**config.mk**
```make
export PLATFORM = sky130hd
export DESIGN_NAME = multi_timer_flat
export DESIGN_NICKNAME = d
export VERILOG_FILES = /design/src/rtl/multi_timer_if.sv /design/src/rtl/multi_timer.sv /design/src/flat_wrapper.sv
export SDC_FILE = /design/constraint.sdc
export NUM_CORES = 2
export LEC_CHECK = 0
export CAP_MARGIN = 30
export CORE_MARGIN = 5
export CORE_UTILIZATION = 47
export CTS_BUF_LIST = sky130_fd_sc_hd__clkbuf_16
export DETAILED_ROUTE_END_ITERATION = 6
export GPL_TIMING_DRIVEN = 0
export PLACE_DENSITY_LB_ADDON = 0.12
export SYNTH_ARGS = -nofsm -noshare
export SYNTH_HDL_FRONTEND = slang
export SYNTH_SLANG_ARGS = --single-unit
```
**constraint.sdc**
```tcl
create_clock -name clk -period 16.5 [get_ports clk]
set_clock_uncertainty 0.1 [all_clocks]
set_input_delay 3.3 -clock clk [delete_from_list [all_inputs] [get_ports clk]]
set_output_delay 3.3 -clock clk [all_outputs]
set_load 0.05 [all_outputs]
```
**src/rtl/multi_timer_if.sv**
```systemverilog
`default_nettype none
// +-----------------------------------------------------------------------+
// | multi_timer_if : picoRV-style memory-mapped peripheral bus            |
// | Revision 1.0                                                          |
// +-----------------------------------------------------------------------+
interface multi_timer_if;
  logic        select;
  logic [3:0]  wstrb;
  logic [7:0]  addr;
  logic [31:0] data_i;
  logic        ready;
  logic [31:0] data_o;

  modport master (
    output select, wstrb, addr, data_i,
    input  ready, data_o
  );

  modport slave (
    input  select, wstrb, addr, data_i,
    output ready, data_o
  );
endinterface
`default_nettype wire

```
**src/rtl/multi_timer.sv**
```systemverilog
`default_nettype none
// +-----------------------------------------------------------------------+
// | multi_timer : multi-channel prescaled down-counting timer with IRQs   |
// | Revision 1.0                                                          |
// +-----------------------------------------------------------------------+
module multi_timer #(
  parameter int CHANNELS = 4,
  parameter int WIDTH    = 32
) (
  input  wire                 clk,
  input  wire                 reset,
  multi_timer_if.slave        bus,
  output logic                irq,
  output logic [CHANNELS-1:0] irq_vec
);

  localparam logic [1:0] REG_CTRL   = 2'd0;
  localparam logic [1:0] REG_COUNT  = 2'd1;
  localparam logic [1:0] REG_RELOAD = 2'd2;
  localparam logic [1:0] REG_STATUS = 2'd3;

  logic                accept;
  logic                wr_en;
  logic [3:0]          ch_idx;
  logic [1:0]          reg_sel;
  logic [31:0]         wmask;
  logic [WIDTH-1:0]    wmask_w;
  logic [WIDTH-1:0]    wdata_w;
  logic [31:0]         ch_rd [CHANNELS];
  logic [CHANNELS-1:0] irq_src;
  logic [31:0]         rd_mux;
  logic                unused_bits;

  logic                ready_q,   ready_d;
  logic [31:0]         data_o_q,  data_o_d;
  logic                irq_q,     irq_d;
  logic [CHANNELS-1:0] irq_vec_q, irq_vec_d;

  // A held select is only re-accepted once ready has dropped again.
  assign accept  = bus.select && !ready_q;
  assign wr_en   = accept && (bus.wstrb != 4'b0000);
  assign ch_idx  = bus.addr[7:4];
  assign reg_sel = bus.addr[3:2];
  assign wmask   = {{8{bus.wstrb[3]}}, {8{bus.wstrb[2]}},
                    {8{bus.wstrb[1]}}, {8{bus.wstrb[0]}}};
  assign wmask_w = wmask[WIDTH-1:0];
  assign wdata_w = bus.data_i[WIDTH-1:0];

  assign unused_bits = ^{bus.addr[1:0], wmask[15:8], bus.data_i[15:8]};

  for (genvar g = 0; g < CHANNELS; g++) begin : g_ch
    logic             enable_q,  enable_d;
    logic             irq_en_q,  irq_en_d;
    logic             oneshot_q, oneshot_d;
    logic             pending_q, pending_d;
    logic [15:0]      presc_q,   presc_d;
    logic [15:0]      pc_q,      pc_d;
    logic [WIDTH-1:0] count_q,   count_d;
    logic [WIDTH-1:0] reload_q,  reload_d;
    logic             hit;
    logic             raw_tick;
    logic             tick;
    logic             expire;
    logic             en_rise;
    logic [31:0]      rd_val;

    assign hit = wr_en && (ch_idx == 4'(g));

    always_comb begin
      enable_d  = enable_q;
      irq_en_d  = irq_en_q;
      oneshot_d = oneshot_q;
      pending_d = pending_q;
      presc_d   = presc_q;
      count_d   = count_q;
      reload_d  = reload_q;
      en_rise   = 1'b0;

      // A software COUNT write swallows a coincident tick; pc still wraps.
      raw_tick = enable_q && (pc_q == presc_q);
      tick     = raw_tick && !(hit && reg_sel == REG_COUNT);
      expire   = tick && (count_q == '0);

      if (hit && reg_sel == REG_CTRL) begin
        if (bus.wstrb[0]) begin
          enable_d  = bus.data_i[0];
          irq_en_d  = bus.data_i[1];
          oneshot_d = bus.data_i[2];
          en_rise   = bus.data_i[0] && !enable_q;
        end
        presc_d = (presc_q & ~wmask[31:16]) | (bus.data_i[31:16] & wmask[31:16]);
      end
      if (expire && oneshot_q) begin
        enable_d = 1'b0;
      end

      if (tick) begin
        count_d = expire ? reload_q : count_q - WIDTH'(1);
      end
      if (en_rise) begin
        count_d = reload_q;
      end
      if (hit && reg_sel == REG_COUNT) begin
        count_d = (count_q & ~wmask_w) | (wdata_w & wmask_w);
      end
      if (hit && reg_sel == REG_RELOAD) begin
        reload_d = (reload_q & ~wmask_w) | (wdata_w & wmask_w);
      end

      // An expiry in the same cycle as the clear keeps the flag set.
      if (hit && reg_sel == REG_STATUS && bus.wstrb[0] && bus.data_i[0]) begin
        pending_d = 1'b0;
      end
      if (expire) begin
        pending_d = 1'b1;
      end

      pc_d = (!enable_d || en_rise || raw_tick) ? 16'd0 : pc_q + 16'd1;
    end

    always_comb begin
      rd_val = 32'd0;
      case (reg_sel)
        REG_CTRL:   rd_val = {presc_q, 13'd0, oneshot_q, irq_en_q, enable_q};
        REG_COUNT:  rd_val = 32'(count_q);
        REG_RELOAD: rd_val = 32'(reload_q);
        default:    rd_val = {30'd0, enable_q, pending_q};
      endcase
    end

    always_ff @(posedge clk or posedge reset) begin
      if (reset) begin
        enable_q  <= 1'b0;
        irq_en_q  <= 1'b0;
        oneshot_q <= 1'b0;
        pending_q <= 1'b0;
        presc_q   <= 16'd0;
        pc_q      <= 16'd0;
        count_q   <= '0;
        reload_q  <= '0;
      end else begin
        enable_q  <= enable_d;
        irq_en_q  <= irq_en_d;
        oneshot_q <= oneshot_d;
        pending_q <= pending_d;
        presc_q   <= presc_d;
        pc_q      <= pc_d;
        count_q   <= count_d;
        reload_q  <= reload_d;
      end
    end

    assign ch_rd[g]   = rd_val;
    assign irq_src[g] = pending_q && irq_en_q;
  end

  // Unmapped channel indices match no channel and read back as zero.
  always_comb begin
    rd_mux = 32'd0;
    for (int i = 0; i < CHANNELS; i++) begin
      if (ch_idx == 4'(i)) begin
        rd_mux = ch_rd[i];
      end
    end
  end

  always_comb begin
    ready_d   = accept;
    data_o_d  = (accept && bus.wstrb == 4'b0000) ? rd_mux : 32'd0;
    irq_vec_d = irq_src;
    irq_d     = |irq_src;
  end

  always_ff @(posedge clk or posedge reset) begin
    if (reset) begin
      ready_q   <= 1'b0;
      data_o_q  <= 32'd0;
      irq_q     <= 1'b0;
      irq_vec_q <= '0;
    end else begin
      ready_q   <= ready_d;
      data_o_q  <= data_o_d;
      irq_q     <= irq_d;
      irq_vec_q <= irq_vec_d;
    end
  end

  assign bus.ready  = ready_q;
  assign bus.data_o = data_o_q;
  assign irq        = irq_q;
  assign irq_vec    = irq_vec_q;

endmodule
`default_nettype wire

```
**src/flat_wrapper.sv**
```systemverilog
// flat-port wrapper written by rule: the top's interface ports become plain ports
module multi_timer_flat 
#(
  parameter int CHANNELS = 4,
  parameter int WIDTH    = 32
)
  (clk, reset, irq, irq_vec, bus_select, bus_wstrb, bus_addr, bus_data_i, bus_ready, bus_data_o);
  multi_timer_if bus_i ();
  input  wire clk;
  input  wire reset;
  output logic irq;
  output logic [CHANNELS-1:0] irq_vec;
  input wire logic [$bits(bus_i.select)-1:0] bus_select;
  input wire logic [$bits(bus_i.wstrb)-1:0] bus_wstrb;
  input wire logic [$bits(bus_i.addr)-1:0] bus_addr;
  input wire logic [$bits(bus_i.data_i)-1:0] bus_data_i;
  output wire logic [$bits(bus_i.ready)-1:0] bus_ready;
  output wire logic [$bits(bus_i.data_o)-1:0] bus_data_o;
  assign bus_i.select = bus_select;
  assign bus_i.wstrb = bus_wstrb;
  assign bus_i.addr = bus_addr;
  assign bus_i.data_i = bus_data_i;
  assign bus_ready = bus_i.ready;
  assign bus_data_o = bus_i.data_o;
  multi_timer #(.CHANNELS(CHANNELS), .WIDTH(WIDTH)) u_core (.clk(clk), .reset(reset), .bus(bus_i), .irq(irq), .irq_vec(irq_vec));
endmodule
```
==> results.sh <==
export IMPL_cts_sinks=438
export IMPL_critPathLaunchType="primary input"
export IMPL_diodes=0
export IMPL_finalMaxSlewViolations=0
export IMPL_cp_buffers_inverters=5
export IMPL_grt_max_degree=129
export IMPL_hp_class="flop to flop"
export IMPL_finalHoldViolations=0
export IMPL_die_h_um=241.5
export IMPL_layout_min_cycle_time_ns=7.645
export IMPL_p_per_area_mw_per_mm2=119.5
export IMPL_hpwlAfterDp_um=81110
export IMPL_h_tree_depth=2
export IMPL_cp_slowest_cell="clkbuf_1"
export IMPL_end_kind="flop"
export IMPL_post_cts_setup_buffer_count=0
export IMPL_critPathArrivalTime_ns=8.00
export IMPL_grt_pass1_wl_um=154700
export IMPL_worst_path_most_repeated_cell="clkbuf_1"
export IMPL_antenna_found_initial=3
export IMPL_rsz0062_at_grt="false"
export IMPL_setup_viol=0
export IMPL_dp_cells=3419
export IMPL_slew_headroom_pct=22.71
export IMPL_first_pass_iters=7
export IMPL_required_ns=16.86
export IMPL_netlist_area_sq_mm=0.02519
export IMPL_setup_slack_ns=8.855
export IMPL_wl_um=106400
export IMPL_power_w=0.003441
export IMPL_min_period_over_period_pct=46.33
export IMPL_ys_warn_count=0
export IMPL_vias=23450
export IMPL_vias_per_cell=6.666
export IMPL_fin_cells=3517
export IMPL_cts_tree="built"
export IMPL_io_pins=85
export IMPL_crit_family="buffers and inverters"
export IMPL_root_buffer="clkbuf_16"
export IMPL_hold_buffers=0
export IMPL_drive_above_1_share_pct=12.05
export IMPL_ant_nets=0
export IMPL_die_area_sq_mm=0.05833
export IMPL_num_rows=84
export IMPL_clockBufferDepth=3
export IMPL_layout_common_cells="dfrtp_1, nor2_1, nand2_1, mux2_2, o21ai_0"
export IMPL_drt_iter0_markers=3077
export IMPL_fin_util_pct=54.47
export IMPL_crit_chain="clkdlybuf4s50_1 > clkbuf_1 > clkbuf_1 > buf_1 > clkbuf_1 > o21ai_0 > a32oi_1 > nor2_1"
export IMPL_fmax_ghz=0.1308
export IMPL_start_util_pct=47.66
export IMPL_core_area_sq_mm=0.05287
export IMPL_ys_seq_area_share_pct=43.50
export IMPL_ctsResizeCount=0
export IMPL_final_common_cell="dfrtp_1"
export IMPL_synth_edf_count=0
export IMPL_gp_congestion=1.006
export IMPL_clk_latency_ns=0.62
export IMPL_synth_cell_types=75
export IMPL_ir_drop_mv=0.07739
export IMPL_io_buffer_count=76
export IMPL_fill_cells=4765
export IMPL_cpPeakStageDelay_ns=0.82
export IMPL_cap_violations=0
export IMPL_cts_buffers=52
export IMPL_grt_pass1_vias=22110
export IMPL_nets=2842
export IMPL_syn_nets=2690
export IMPL_ys_seq_elements=438
export IMPL_clk_pin_slew_ns=0.06
export IMPL_die_w_um=241.5
export IMPL_dp_slack_ns=8.457
export IMPL_gr_total_overflow=0
export IMPL_area_growth_pct=14.29
export IMPL_critPathKind="primary input to flop"
export IMPL_worst_pin_slew_ns=1.150
export IMPL_synth_ff_type="dfrtp_1"
export IMPL_wl_per_cell_um=30.26
export IMPL_drcViolationCount=0
export IMPL_syn_area_per_cell_sq_um=9.561
export IMPL_synthArstFlopShare_pct=100.0
export IMPL_status="complete, no violations"
export IMPL_grtUsageTotal_pct=35.23
export IMPL_leakagePower_nw=12.96
export IMPL_crit_path_max_fanout=10
export IMPL_synthCells=2635
## path summary, 6_finish.rpt
kind / from / endpoint / slack [ns] / depth (start not counted)
max in group asynchronous: reset / u_core.g_ch[0].pc_q[14]$_DFF_PP0_ / 11.93 / 4
worst min register to register: u_core.g_ch[3].oneshot_q$_DFFE_PP0P_ / u_core.g_ch[3].enable_q$_DFF_PP0_ / 0.38 / 1
worst max register to register: flop / flop / 11.56 / 9
worst min-delay path: u_core.g_ch[3].oneshot_q$_DFFE_PP0P_ / u_core.g_ch[3].enable_q$_DFF_PP0_ / 0.38 / 1
worst max-delay path: bus_addr[3] / u_core.bus.data_o[17]$_DFF_PP0_ / 8.86 / 8
min in group asynchronous: reset / async pin / 3.00 / 2
## cell type report
| class | count | area [sq um] | share of cell area (%) |
|---|---|---|---|
| timing repair buffer | 98 | 1049 | 3.641 |
| clock inverter | 44 | 350.3 | 1.217 |
| multi-input combinational | 2001 | 13510 | 46.93 |
| clock buffer | 52 | 1301 | 4.519 |
| buffer | 167 | 644.4 | 2.238 |
| inverter | 29 | 116.4 | 0.4041 |
| sequential | 438 | 10960 | 38.07 |
| tap | 688 | 860.8 | 2.990 |
## through the flow
stage                     setup TNS (ns)  hold WS [ns]  cell area [sq um]
after CTS                              0        0.3743              28770
final                                  0        0.3799              28790
after global routing                   0        0.3904              28790
after global placement          -2071.15        0.3509              26820
after floorplan                        0        0.3399              25190
after detailed placement               0        0.3647              27120
## metal layers
| layer | track usage (%) | part of all wire [%] | up-vias |
|---|---|---|---|
| li1 | - | - | 10060 |
| met1 | 51.57 | 43 | 11750 |
| met2 | 49.53 | 41 | 1355 |
| met3 | 6.344 | 9.1 | 280 |
| met4 | 19.23 | 6.7 | 0 |
| met5 | 0 | 0 | - |
## cells by family (layout without fill, tap and decap cells)
kind of cell / after synthesis / count (layout) / synth area share, %
and+or+nand+nor: 899 / 899 / 17.17
buffers and inverters: 196 / 390 / 2.990
DFF: 438 / 438 / 43.50
AOI/OAI and AO/OA: 599 / 599 / 15.84
adders and majority gates: 8 / 8 / 0.3973
muxes: 297 / 297 / 13.21
xor gates and xnor gates: 198 / 198 / 6.883
## synthesized netlist by cell type (5+ instances only)
library cell  instances  area [sq um]
or4_1                21         157.7
nand2_1             239         897.1
a32oi_1              50         437.9
o21ai_0             177         885.9
a211oi_1             16         120.1
nand4b_1              5         43.79
mux2_2              194          2185
clkbuf_1            144         540.5
o21a_1                7         52.55
a21oi_1              87         435.4
o31ai_1              15         112.6
a32o_1                7         70.07
nand2b_1             10         62.56
nand3_1             110         550.5
a21o_1                5         37.54
a221oi_1             32         280.3
buf_2                 7         35.03
buf_1                14         52.55
a221o_1               6         60.06
nor3b_1               7         52.55
xnor2_1              72         630.6
o221ai_1             27         236.5
nor4_1               62         387.9
nor4b_1               8         70.07
and2_1               14         87.58
o211ai_1             20         150.1
o22ai_1              37         231.5
nor3_1               58         290.3
mux4_2                9         202.7
inv_1                28         105.1
and3_1               38         237.7
nand4_1              14         87.58
dfrtp_1             438         10960
nor2_1              249         934.7
ha_1                  8         100.1
mux2i_1              94         940.9
xor2_1              126          1104
a22oi_1              50         375.4
or2_2                15         93.84
a2bb2oi_1             8         70.07
a31oi_1              17         106.4
nor2b_1               6         37.54
o2111ai_1             5         43.79
or3_1                25         156.4
## worst reg2reg max path, cell delays in order, from the launching register on
cell and delay [ns]:
dfrtp_1 0.36, clkbuf_1 0.20, or4_1 0.71, nor4b_1 0.94, nand4_1 0.80, nor3_1 0.68
clkbuf_1 0.61, nor3_1 0.13, o21ai_0 0.16, o21ai_0 0.11
## power breakdown
part | internal (W) | switching [W]
logic | 0.000358 | 0.000554
clock network | 0.000651 | 0.000487
registers | 0.00121 | 0.000185
Note: power is estimated with default switching activity, not from simulation.
